**src/rtl/mem_sram_ctrl_if.sv**
```systemverilog
// Load/store request bus between the EX/MEM pipeline register and the SRAM memory stage.
interface mem_sram_ctrl_if;
    logic        rd_en;
    logic        wr_en;
    logic [31:0] address;
    logic [31:0] write_data;
    logic [31:0] read_data;
    logic        ready;

    modport master (
        output rd_en, wr_en, address, write_data,
        input  read_data, ready
    );

    modport slave (
        input  rd_en, wr_en, address, write_data,
        output read_data, ready
    );
endinterface

```
**src/rtl/mem_sram_ctrl.sv**
```systemverilog
// Memory-stage responder: splits each 32-bit load/store into two 16-bit transfers
// on an external asynchronous SRAM, stalling the pipeline through ready.
//
// state | meaning
// IDLE  | no access outstanding; a request is accepted here
// LOW   | low half-word on the SRAM pins for SRAM_WAIT cycles
// HIGH  | high half-word on the SRAM pins for SRAM_WAIT cycles
// DONE  | access complete, ready high for one cycle
module mem_sram_ctrl #(
    parameter int          SRAM_WAIT = 3,
    parameter logic [31:0] BASE_ADDR = 32'd1024
) (
    input  logic                  clk,
    input  logic                  rst,
    mem_sram_ctrl_if.slave        bus,
    output logic [17:0]           sram_addr,
    output logic [15:0]           sram_dq_out,
    output logic                  sram_dq_oe,
    input  logic [15:0]           sram_dq_in,
    output logic                  sram_we_n
);

    typedef enum logic [1:0] {IDLE, LOW, HIGH, DONE} state_t;

    localparam logic [3:0] TC = 4'(SRAM_WAIT - 1);

    state_t      state, state_nxt;
    logic [3:0]  cnt, cnt_nxt;
    logic [31:0] rdata;
    logic [31:0] off;
    logic [16:0] word;
    logic        req, is_write, is_read, tc_hit;
    logic        ready;
    logic [17:0] addr_nxt;
    logic [15:0] dq_nxt;
    logic        oe_nxt, we_n_nxt;
    logic        unused_off;

    // Requester holds its inputs stable while ready is low, so they are used live.
    assign req      = bus.rd_en | bus.wr_en;
    assign is_write = bus.wr_en;
    assign is_read  = bus.rd_en & ~bus.wr_en;
    assign tc_hit   = (cnt == TC);

    assign off        = bus.address - BASE_ADDR;
    assign word       = off[18:2];
    assign unused_off = ^{off[31:19], off[1:0]};

    assign bus.read_data = rdata;
    assign bus.ready     = ready;

    always_ff @(posedge clk or negedge rst) begin
        if (!rst) begin
            state       <= IDLE;
            cnt         <= 4'd0;
            rdata       <= 32'd0;
            sram_addr   <= 18'd0;
            sram_dq_out <= 16'd0;
            sram_dq_oe  <= 1'b0;
            sram_we_n   <= 1'b1;
        end else begin
            state       <= state_nxt;
            cnt         <= cnt_nxt;
            sram_addr   <= addr_nxt;
            sram_dq_out <= dq_nxt;
            sram_dq_oe  <= oe_nxt;
            sram_we_n   <= we_n_nxt;
            if (is_read && tc_hit && state == LOW)
                rdata[15:0] <= sram_dq_in;
            if (is_read && tc_hit && state == HIGH)
                rdata[31:16] <= sram_dq_in;
        end
    end

    always_comb begin
        state_nxt = state;
        cnt_nxt   = cnt;
        case (state)
            IDLE: begin
                if (req) begin
                    state_nxt = LOW;
                    cnt_nxt   = 4'd0;
                end
            end
            LOW: begin
                if (tc_hit) begin
                    state_nxt = HIGH;
                    cnt_nxt   = 4'd0;
                end else begin
                    cnt_nxt = cnt + 4'd1;
                end
            end
            HIGH: begin
                if (tc_hit) begin
                    state_nxt = DONE;
                    cnt_nxt   = 4'd0;
                end else begin
                    cnt_nxt = cnt + 4'd1;
                end
            end
            DONE: begin
                state_nxt = IDLE;
                cnt_nxt   = 4'd0;
            end
            default: begin
                state_nxt = IDLE;
                cnt_nxt   = 4'd0;
            end
        endcase
    end

    // SRAM pins are registered, so they are derived from the upcoming state and count.
    // The strobe rises on the last cycle of each phase to hold data past the edge.
    always_comb begin
        ready    = (state == IDLE && !req) || state == DONE;
        addr_nxt = sram_addr;
        dq_nxt   = sram_dq_out;
        oe_nxt   = 1'b0;
        we_n_nxt = 1'b1;
        if (state_nxt == LOW || state_nxt == HIGH) begin
            addr_nxt = {word, state_nxt == HIGH};
            if (is_write) begin
                dq_nxt   = (state_nxt == HIGH) ? bus.write_data[31:16] : bus.write_data[15:0];
                oe_nxt   = 1'b1;
                we_n_nxt = (SRAM_WAIT > 1) && (cnt_nxt == TC);
            end
        end
    end

endmodule
```
**src/flat_wrapper.sv**
```systemverilog
// flat-port wrapper written by rule: the top's interface ports become plain ports
module mem_sram_ctrl_flat 
#(
    parameter int          SRAM_WAIT = 3,
    parameter logic [31:0] BASE_ADDR = 32'd1024
)
  (clk, rst, sram_addr, sram_dq_out, sram_dq_oe, sram_dq_in, sram_we_n, bus_rd_en, bus_wr_en, bus_address, bus_write_data, bus_read_data, bus_ready);
  mem_sram_ctrl_if bus_i ();
  input  logic clk;
  input  logic rst;
  output logic [17:0] sram_addr;
  output logic [15:0] sram_dq_out;
  output logic sram_dq_oe;
  input  logic [15:0] sram_dq_in;
  output logic sram_we_n;
  input wire logic [$bits(bus_i.rd_en)-1:0] bus_rd_en;
  input wire logic [$bits(bus_i.wr_en)-1:0] bus_wr_en;
  input wire logic [$bits(bus_i.address)-1:0] bus_address;
  input wire logic [$bits(bus_i.write_data)-1:0] bus_write_data;
  output wire logic [$bits(bus_i.read_data)-1:0] bus_read_data;
  output wire logic [$bits(bus_i.ready)-1:0] bus_ready;
  assign bus_i.rd_en = bus_rd_en;
  assign bus_i.wr_en = bus_wr_en;
  assign bus_i.address = bus_address;
  assign bus_i.write_data = bus_write_data;
  assign bus_read_data = bus_i.read_data;
  assign bus_ready = bus_i.ready;
  mem_sram_ctrl #(.SRAM_WAIT(SRAM_WAIT), .BASE_ADDR(BASE_ADDR)) u_core (.clk(clk), .rst(rst), .bus(bus_i), .sram_addr(sram_addr), .sram_dq_out(sram_dq_out), .sram_dq_oe(sram_dq_oe), .sram_dq_in(sram_dq_in), .sram_we_n(sram_we_n));
endmodule
```
**config.mk**
```make
export PLATFORM = sky130hd
export DESIGN_NAME = mem_sram_ctrl_flat
export DESIGN_NICKNAME = d
export VERILOG_FILES = /design/src/rtl/mem_sram_ctrl_if.sv /design/src/rtl/mem_sram_ctrl.sv /design/src/flat_wrapper.sv
export SDC_FILE = /design/constraint.sdc
export NUM_CORES = 1
export LEC_CHECK = 0
export CORE_ASPECT_RATIO = 0.8
export CORE_MARGIN = 4
export CORE_UTILIZATION = 44
export CTS_CLUSTER_DIAMETER = 100
export DETAILED_ROUTE_END_ITERATION = 8
export GPL_ROUTABILITY_DRIVEN = 0
export MAX_ROUTING_LAYER = met4
export PLACE_DENSITY_LB_ADDON = 0.12
export SETUP_SLACK_MARGIN = 0.05
export SLEW_MARGIN = 20
export SYNTH_ARGS = -nofsm -noshare
export SYNTH_HDL_FRONTEND = slang
export SYNTH_SLANG_ARGS = --single-unit
export TNS_END_PERCENT = 50
```
**constraint.sdc**
```tcl
create_clock -name clk -period 3.85 [get_ports clk]
set_clock_uncertainty 0.05 [all_clocks]
set_input_delay 0.77 -clock clk [delete_from_list [all_inputs] [get_ports clk]]
set_output_delay 0.77 -clock clk [all_outputs]
set_load 0.01 [all_outputs]
```
Yosys cells after proc, flatten, opt, wreduce, memory -nomap -nowiden
Index checks and enable logic that the tools add are counted.
{"block": "word_totals", "ff_bits": 74, "latch_bits": 0, "ram_bits": 0, "romBits": 0, "elab_cells": 42, "memories": 0}
{"block": "op_classes", "n_addsub": 2, "multipliers": 0, "div": 0, "n_lt_le_gt_ge": 0, "eq_ne": 7, "shifts": 0, "muxes": 12, "bitwise_logic": 3, "reduce_logical": 10}
{"cell": "19-bit by 11-bit subtractor with 19-bit output (second input constant)", "n": 1}
{"cell": "16-bit two-way mux", "n": 1}
{"cell": "4-bit one-hot mux with 3 select lines", "n": 1}
{"cell": "4-bit by 2-bit == test with 1-bit output (second input constant)", "n": 2}
{"cell": "4-bit two-way mux", "n": 2}
{"cell": "2-bit one-hot mux with 4 select lines", "n": 1}
{"cell": "2-bit == test (second input constant)", "n": 3}
{"cell": "2-bit two-way mux", "n": 3}
{"cell": "4-bit by 1-bit adder with 4-bit output (second input constant)", "n": 1}
{"cell": "2-bit by 1-bit == test with 1-bit output (second input constant)", "n": 2}
{"cell": "1-bit logical AND", "n": 4}
{"cell": "1-bit two-way mux", "n": 4}
{"cell": "2-bit zero test", "n": 1}
{"cell": "1-bit logical OR", "n": 2}
{"cell": "2-bit AND reduction", "n": 1}
{"cell": "2-bit OR reduction", "n": 1}
{"cell": "1-bit AND", "n": 1}
{"cell": "1-bit zero test", "n": 1}
{"cell": "1-bit NOT", "n": 1}
{"cell": "1-bit OR", "n": 1}

Depth between registers and ports, before layout
{"block": "depth", "word_depth": 6, "ltp_mapped": 12, "ltp_nobuf": 10}

Worst setup path before layout
No wires, ideal clock.
{"block": "synth_path", "kind": "register to register", "from": "register u_core.cnt[0]", "to": "register u_core.sram_dq_out[12]", "arrival_time_ns": 2.290, "t_required_ns": 3.664, "slack_ns": 1.374, "stages_incl_launch_ff": 12, "n_path_buf": 2, "period_less_slack_ns": 2.476, "path_cell_list": "dfrtp_1 > inv_1 > ha_1 > nor3b_4 > and2b_1 > o32ai_1 > ha_1 > buf_2 > nand2b_1 > clkbuf_1 > nand2_1 > o21ai_0"}
{"block": "synth_between", "elab_chain_len": 6, "word_cells_on_any_way": 9}
{"item": "from (decl)", "line": "mem_sram_ctrl.sv:28", "rtl": "logic [3:0] cnt, cnt_nxt;"}
{"item": "from (signal assigned)", "line": "mem_sram_ctrl.sv:63", "rtl": "cnt <= cnt_nxt;"}
{"item": "4-bit by 2-bit == test with 1-bit output *", "line": "mem_sram_ctrl.sv:43", "rtl": "assign tc_hit = (cnt == TC);"}
{"item": "2-bit two-way mux (on tied branches)", "line": "mem_sram_ctrl.sv:94, mem_sram_ctrl.sv:86"}
{"item": "2-bit one-hot mux with 4 select lines *", "line": "mem_sram_ctrl.sv:78", "rtl": "case (state)"}
{"item": "2-bit by 1-bit == test with 1-bit output / 2-bit == test (equally long branches)", "line": "mem_sram_ctrl.sv:120, mem_sram_ctrl.sv:123"}
{"item": "1-bit logical OR", "line": "mem_sram_ctrl.sv:120", "rtl": "if (state_nxt == LOW || state_nxt == HIGH) begin"}
{"item": "2-bit AND reduction (no source line)"}
{"item": "to (signal assigned)", "line": "mem_sram_ctrl.sv:65", "rtl": "sram_dq_out <= dq_nxt;"}
{"item": "to (decl)", "line": "mem_sram_ctrl.sv:17", "rtl": "output logic [15:0] sram_dq_out,"}
Mark *: on every way between the ends. The rest lies on a longest branch, timed or not.
A chain may end at the register's enable or synchronous reset.

Final worst setup path
{"block": "layout_path", "from": "register u_core.state[0]", "to": "output bus_ready"}
{"block": "layout_between", "elab_chain_len": 3, "word_cells_on_any_way": 4}
{"item": "from (decl)", "line": "mem_sram_ctrl.sv:27", "rtl": "state_t state, state_nxt;"}
{"item": "from (signal assigned)", "line": "mem_sram_ctrl.sv:62", "rtl": "state <= state_nxt;"}
{"item": "2-bit zero test", "line": "mem_sram_ctrl.sv:115", "rtl": "ready = (state == IDLE && !req) || state == DONE;"}
{"item": "1-bit logical AND", "line": "mem_sram_ctrl.sv:115"}
{"item": "1-bit logical OR *", "line": "mem_sram_ctrl.sv:115"}
{"item": "to (decl)", "line": "flat_wrapper.sv:21", "rtl": "output wire logic [$bits(bus_i.ready)-1:0] bus_ready;"}
Marked as above.

==> reports/results.tsv <==
metric	value	unit
worst-skew pair later-pin latency	340	ps
Ant. Diodes	0	
Setup CP Type	flop to output pin	
fill count	534	
Final period util	0.7987	
Post-Synthesis Cells	254	
GRT busiest layer	met2	
post-synthesis sequential area ratio	0.5633	
hold depth	2	
post-route ant nets	0	
wirelength, routed	7617	µm
final instance area	0.004955	mm²
Num CTS Buffers	9	
CP peak stage delay	480	ps
syn_area_per_cell	12.95	µm²
R2R setup slack	1300	ps
Sink Count	74	
Max VDD drop	0.3548	mV
RR Startpoint	u_core.state[0]	
CTS root buffer	clkbuf_8	
CP Max Fanout	7	
Critical Path Start Type	flop	
EDFF count, synth	0	
worst r2r path cells	9	
CORE AREA	0.007061	mm²
most frequent cells in the layout	136 x clkdlybuf4s50_1, 73 x dfrtp_1, 32 x mux2_2	
post-layout net count	489	
RSZ-0062 raised after global routing	no	
DRC Markers	0	
Buf/Inv on CP	3	
Slew Limit Fails	0	
global-route wire length before repair	12360	µm
Overflow after GRT	0	
Post-Syn Area	0.003289	mm²
Tmin final	3075	ps
H-tree depth	3	
placed cells	473	
Non-Filler Instances	489	
Max Cap Viol	0	
cts repair resizes	0	
Reg area	0.001853	mm²
Die Wd	104.7	µm
hpwl dp	5708	µm
LEAKAGE	2.140	nW
final hold vios	0	
PD cells	737.0	mW/mm²
crit end category	output pin	
Setup Buffers After CTS	0	
area of the die	0.008932	mm²
CP Data Arrival Time	2250	ps
drt via density	4.920	
area grow syn2layout	50.63	%
antenna violations before repair	0	
FFs w/ async S/R, synth	1.000	
Synth Warn #	0	
pin count of the biggest net entering global routing	75	
run status	finished clean	
CTS tree	built	
Crit-path slowest cell	clkdlybuf4s50_1	
DRT Pass-1 Iters	4	
CP top delay family	buffers and inverters	
clk slew on worst S/H paths	80	ps
crit path cell chain	inv_1, ha_1, nor3b_2, buf_4, or2_2, clkdlybuf4s50_1	
vias in the first global route	2443	
Post-CTS Hold Buffers	0	
Mapped Nets	346	
Required @ worst endpoint	3030	ps
top-level port count	153	
Hold Crit Class	flop to flop	
met3 GRT Util	0.07376	
hold slack	436.8	ps
Netlist cell types	40	
Yosys reg bits	74	
global-route met2 utilization	0.2767	
placed cell area	0.004736	mm²
Vias	2406	
std cell rows	27	
clk buf depth	2	
hold endpoint	u_core.sram_addr[16]	
met1 layer usage reported by global route	0.2170	
Worst Setup SP	u_core.state[0]	
main flop type after synthesis	dfrtp_1	
layout cells sized above 1	0.1866	
Worst-Margin Slew	927.8	ps
Starting Density	0.4659	
DRT iter0 DRCs	56	
setup TNS	0	ps
min-delay src	u_core.sram_addr[16]	
final setup violation count	0	
R2R Path End	u_core.sram_addr[7]	
total track usage	0.1817	
port bufs	137	
multi-input logic area	0.001334	mm²
max_slew headroom	0.3814	
Max Fclk	325.2	MHz
WL/cell	15.58	µm
commonest non-fill, non-tap cell in the layout	clkdlybuf4s50_1	
die height	85.34	µm
==> power by group <==
part           switching [mW]  leakage, nW  internal, mW
Clock                   0.282        0.109         0.381
Sequential              0.155        0.946          1.08
Combinational           0.795         1.08         0.958
Total                    1.23         2.14          2.42
==> sequential cells by signal (all words and copies together), names as in the netlist <==
name	flops
u_core.sram_we_n	1
u_core.sram_dq_oe	1
u_core.state	2
u_core.cnt	4
u_core.bus.read_data	32
u_core.sram_addr	18
u_core.sram_dq_out	16
==> cell type report <==
type,count,area share
inverters,7,0.005303
repair buffers,143,0.2854
well taps,87,0.02197
clock buffers,11,0.02854
flip-flops and latches,74,0.3740
multi-input cells,162,0.2692
clock inverters,5,0.01566
==> Yosys cell counts (2+ instances only) <==
library cell	count	area share
dfrtp_1	73	0.56
ha_1	8	0.030
mux2_2	32	0.11
o21ai_0	26	0.040
nand2b_1	3	0.0057
mux2i_1	16	0.049
nor2_1	4	0.0046
buf_6	2	0.0068
xor2_1	2	0.0053
inv_1	7	0.0080
clkbuf_1	5	0.0057
or2_2	2	0.0038
buf_2	3	0.0046
nand2_1	30	0.034
mux2_4	10	0.046
xnor2_1	6	0.016
a21oi_1	2	0.0030
==> through the flow <==
stage	setup slack [ps]	power [mW]	utilization
2_1_floorplan	1374	2.195	-
3_3_place_gp	786.2	2.980	0.6707
3_5_place_dp	763.1	3.027	0.6707
4_1_cts	763.1	3.707	0.7018
5_1_grt	668.7	3.908	0.7018
6_report	775.0	3.651	0.7018
==> kinds of logic after synthesis <==
group	synth area share
AO/OA/AOI/OAI	0.06048
XOR/XNOR	0.02130
adder cells (fa/ha/maj)	0.03043
buffers and inverters	0.03119
flip-flops	0.5633
multiplexers	0.2039
AND/OR/NAND/NOR	0.08939
==> worst max path at each step <==
stage,end,slack [ps],cells after the start
after global routing,bus_ready,670,6
after global placement,bus_ready,790,5
after detailed placement,bus_ready,760,5
after CTS,bus_ready,760,5
after floorplan,u_core.sram_dq_out[12],1370,11
final,bus_ready,780,6
==> worst min-delay path, delay by kind of cell, from the launching register on <==
kind               cells  cell delay [ps]
DFF                    1              350
AOI/OAI and AO/OA      1               50
and+or+nand+nor        1               50
==> routing by layer <==
metal	wire length (µm)	up-vias
li1	-	1158
met1	3361	1136
met2	3417	95
met3	660	17
met4	178	0
met5	0	-
(Power assumes the default switching activity.)
